### config.mk
export PLATFORM = sky130hd
export DESIGN_NAME = ir_prefetch_queue
export DESIGN_NICKNAME = d
export VERILOG_FILES = /design/src/rtl/ir_pkg.sv /design/src/rtl/ir_prefetch_queue.sv
export SDC_FILE = /design/constraint.sdc
export NUM_CORES = 1
export LEC_CHECK = 0
export CORE_UTILIZATION = 35
export DETAILED_ROUTE_END_ITERATION = 7
export HOLD_SLACK_MARGIN = 0.08
export PLACE_DENSITY = 0.52
export SYNTH_ARGS = -nofsm -noshare
export SYNTH_HDL_FRONTEND = slang
export SYNTH_SLANG_ARGS = --single-unit
### constraint.sdc
create_clock -name clk -period 2.9 [get_ports clk]
set_input_delay 0.58 -clock clk [delete_from_list [all_inputs] [get_ports clk]]
set_output_delay 0.58 -clock clk [all_outputs]
set_load 0.02 [all_outputs]
### src/rtl/ir_pkg.sv
// ir_pkg: shared SPARC op-field constants and default sizes for the prefetch queue
package ir_pkg;
  localparam logic [1:0] OP_BRANCH = 2'b00;
  localparam logic [1:0] OP_CALL = 2'b01;
  localparam logic [1:0] OP_ARITH = 2'b10;
  localparam logic [1:0] OP_MEM = 2'b11;
  localparam logic [31:0] NOP_WORD = 32'h0100_0000;
  localparam int DEF_WIDTH = 32;
  localparam int DEF_DEPTH = 4;
endpackage

### src/rtl/ir_prefetch_queue.sv
// ir_prefetch_queue: DEPTH-entry instruction prefetch FIFO; IR_BYPASS_EN adds an empty-queue in-to-out path
module ir_prefetch_queue
  import ir_pkg::*;
#(
  parameter int WIDTH = DEF_WIDTH,
  parameter int DEPTH = DEF_DEPTH,
  localparam int CNT_W = $clog2(DEPTH) + 1
) (
  input  logic             clk,
  input  logic             rst_n,
  input  logic [WIDTH-1:0] in_data,
  input  logic             in_valid,
  output logic             in_ready,
  input  logic             flush,
  output logic [WIDTH-1:0] out_data,
  output logic             out_valid,
  input  logic             out_ready,
  output logic [1:0]       out_op,
  output logic [CNT_W-1:0] count
);
  localparam int AW = $clog2(DEPTH);
  logic [WIDTH-1:0] mem [DEPTH];
  logic [AW-1:0] rd_ptr, wr_ptr;
  logic nonempty, byp, push, pop;
  assign nonempty = count != '0;
`ifdef IR_BYPASS_EN
  assign byp = !nonempty && in_valid && !flush;
`else
  assign byp = 1'b0;
`endif
  assign in_ready = count != CNT_W'(DEPTH);
  assign out_valid = nonempty || byp;
  assign out_data = nonempty ? mem[rd_ptr] : byp ? in_data : '0;
  assign out_op = out_data[WIDTH-1 -: 2];
  // a bypassed word taken by the datapath in the same cycle is never stored
  assign push = in_valid && in_ready && !(byp && out_ready);
  assign pop = nonempty && out_ready;
  always_ff @(posedge clk or negedge rst_n) begin
    if (!rst_n) begin
      count <= '0;
      rd_ptr <= '0;
      wr_ptr <= '0;
      for (int i = 0; i < DEPTH; i++) mem[i] <= '0;
    end else if (flush) begin
      count <= '0;
      rd_ptr <= '0;
      wr_ptr <= '0;
    end else begin
      if (push) begin
        mem[wr_ptr] <= in_data;
        wr_ptr <= wr_ptr + 1'b1;
      end
      if (pop) rd_ptr <= rd_ptr + 1'b1;
      count <= count + CNT_W'(push) - CNT_W'(pop);
    end
  end
endmodule

==> summary.txt <==
Flow run
  • Max_cap viols: 0

Timing
  • Worst hold slack: 0.1419 ns
  • Fin crit period: 2.818 ns
  • Fin Setup TNS: 0 ns
  • Final setup viols: 0
  • Worst-Margin Slew: 0.6124 ns
  • Final Hold Fails: 0
  • Fmax: 354.8 MHz
  • Slew margin rel.: 59.18%
  • Max Clock Skew: 0.008964 ns
  • Period utilisation layout: 97.19%
  • Pins over their slew limit: 0
  • Slack of the critical path: 0.08154 ns
  • RSZ-0062 raised after global routing: false

Final layout
  • Area grow syn2layout: 23.60%
  • Fin nets: 522
  • FILL cells: 1,669
  • Number of diodes: 0
  • Most common cell after layout, fill and taps aside: dfrtp_1
  • Share of cells above drive strength 1: 42.16%
  • Commonest cells after routing, fill and taps aside: dfrtp_1 (133), mux2_4 (120), clkdlybuf4s50_1 (49), nor2b_1 (34), mux4_2 (32)
  • Post-route insts no fill: 751

Place
  • Placed cells: 719
  • Final HPWL from detailed placement: 8544 microns
  • PortBufs: 75
  • Routability cong.: 0.6769
  • Pre-CTS WS: 0.1268 ns

Drt
  • Post-DRT Antenna Nets: 0
  • Via density: 4.744
  • DRC: 0
  • Initial DRC count: 140
  • DR WL/cell: 19.39 microns
  • Wirelength, routed: 14,560 microns
  • Vias: 3,563
  • DR pass1 iterations: 4

Setup path
  • Slowest-stage cell, CP: clkdlybuf4s50_1
  • FF-to-FF setup slack: 0.39 ns
  • CP max FO: 13
  • CP arrival: 2.24 ns
  • Reg2reg path depth: 11
  • FF-to-FF End: count[2]$_DFF_PN0_
  • CP top delay family: buffers and inverters
  • Setup CP Type: reg -> out
  • Worst Setup End Kind: output pin
  • Buffers & Inverters on Critical Path: 2
  • Crit start category: register
  • Max incr delay on CP: 0.54 ns
  • Critical Path, Cell by Cell: buf_12 > mux4_2 > nor2b_1 > clkdlybuf4s50_1
  • Reg2reg start: count[1]$_DFF_PN0_
  • CP Data Required Time: 2.32 ns

Synth
  • Post-Syn Nets: 443
  • Ys Warns: 0
  • Post-Syn Area: 6855 sq um
  • Post-synthesis sequential area ratio: 49.28%
  • Synth Area in Compound Gates: 0.4380%
  • Adder-Cell Fraction of Synth Area: 1.387%
  • Cells after Synth: 399
  • Xor-xnor portion of the synthesized cell area: 0.2555%
  • Mux cell area share after synthesis: 38.11%
  • Unique masters post-synth: 27
  • Synth Register Bits: 135
  • Syn Area/Cell: 17.18 sq um
  • Largest family of logic cells by synthesized area: multiplexers
  • Synth Area in Simple Gates: 4.873%

Floorplan
  • IO Pins: 76
  • Die W: 142.0 microns
  • Die area: 20,150 sq um
  • Placeable Area: 18,960 sq um
  • Row count: 50
  • Die Ht: 142.0 microns
  • Initial Utilization: 36.17%

GRT
  • Initial antenna violation count: 0
  • Total grt overflow: 0
  • Vias in the first global route: 4,029
  • GRT Resource Usage Total: 15.87%
  • First-pass GRT wire length: 23,690 microns
  • Largest net degree at the start of global routing: 64

Pwr
  • Psw: 2859 uW
  • Sw Share: 30.25%
  • Part of the power in registers: 33.6%
  • Worst VDD drop: 0.5004 mV
  • Pint: 6595 uW
  • Power Density: 1116 nW/um^2
  • Clock share of power: 24.4%
  • Total Power: 9454 uW
  • Combinational power share: 42.0%
  • Leakage power total: 0.003894 uW

Clocking
  • Skew-Pair Late Insertion Delay: 0.42 ns
  • H-tree depth: 4
  • Root buffer cell: clkbuf_16
  • Clock slew at reported path FFs: 0.06 ns
  • CTS tree: done
  • CTS buffer count: 17
  • Clock sinks: 135
  • Max clock buf depth: 2

Run status
  • Status: finished clean

Hold path
  • Worst Hold Class: in -> async
per-stage QoR:
| step | util, % | cell area [sq um] |
|---|---|---|
| 2_1_floorplan | - | 6855 |
| 3_3_place_gp | 41.21 | 7811 |
| 3_5_place_dp | 41.21 | 7811 |
| 4_1_cts | 44.48 | 8431 |
| 5_1_grt | 44.70 | 8473 |
| 6_report | 44.70 | 8473 |
metal layers:
metal  global-route usage, %  vias up  share of wire [%]
li1                        -     1584                  -
met1                   22.03     1900                 49
met2                   24.19       66                 46
met3                   4.374       13                3.6
met4                   4.754        0               0.87
met5                       0        -                  0
worst max-delay path by stage:
stage               slack, ns                   from  depth (start not counted)            endpoint
floorplan                0.33     count[1]$_DFF_PN0_                         12  count[2]$_DFF_PN0_
global placement         0.21               in_valid                         11  count[2]$_DFF_PN0_
detailed placement       0.13               in_valid                         11  count[2]$_DFF_PN0_
CTS                     0.005  rd_ptr[0]$_DFFE_PN0P_                          4         out_data[2]
global route            0.003  rd_ptr[0]$_DFFE_PN0P_                          4        out_data[26]
finish                   0.08  rd_ptr[0]$_DFFE_PN0P_                          4           out_op[0]
cell usage after synthesis:
cell,n,area [sq um]
mux2_1,8,90.09
dfrtp_1,135,3378
clkbuf_1,8,30.03
buf_6,5,56.30
buf_12,12,240.2
inv_1,7,26.28
nor2_1,4,15.01
buf_2,4,20.02
nor2b_1,34,212.7
nand2b_1,1,6.260
or3_1,1,6.260
a21oi_1,1,5.000
and2_1,2,12.51
buf_4,2,15.01
nand4b_1,1,8.760
ha_1,6,75.07
nand2_1,1,3.750
xor2_1,2,17.52
fa_1,1,20.02
o21ai_0,2,10.01
o31ai_1,2,15.01
nand3_1,1,5.000
mux4_2,32,720.7
or3b_1,1,8.760
mux2_4,120,1802
nor3_1,2,10.01
and3_4,4,45.04
repair_timing:
| action | 4_1_cts | 5_1_grt |
|---|---|---|
| buffers inserted | 0 | 0 |
| gates cloned | 0 | 0 |
| hold buffers | 0 | 0 |
| setup endpoints to repair | 8 | 17 |
| resized for setup | 8 | 17 |
state kept, by name (all words and copies together), names as in the netlist:
| register | flops |
|---|---|
| mem | 128 |
| rd_ptr | 2 |
| wr_ptr | 2 |
| count | 3 |
area by class of cell:
cell class,count,area (sq um),area share [%]
flip-flops and latches,135,3381,39.90
well taps,260,325.3,3.839
clock buffers,18,429.2,5.065
repair buffers,91,1017,12.01
multi-input cells,226,3094,36.52
clock inverters,14,200.2,2.363
inverters,7,26.28,0.3101
power by group through the flow:
stage	sequential [uW]	clock (uW)	combinational [uW]
after detailed placement	3180	0	4130
after global placement	3150	0	4080
after CTS	3170	2350	4090
after floorplan	3030	0	2910
final	3170	2310	3970
after global routing	3270	2450	4270
cells by family (layout without fill, tap and decap cells):
kind of cell / after synthesis / count (layout)
multiplexers: 160 / 160
flip-flops: 135 / 135
XOR/XNOR: 2 / 2
AND/OR/NAND/NOR: 52 / 52
AO/OA/AOI/OAI: 5 / 5
buffers and inverters: 38 / 130
adder cells (fa/ha/maj): 7 / 7
Note: power is estimated with default switching activity, not from simulation.
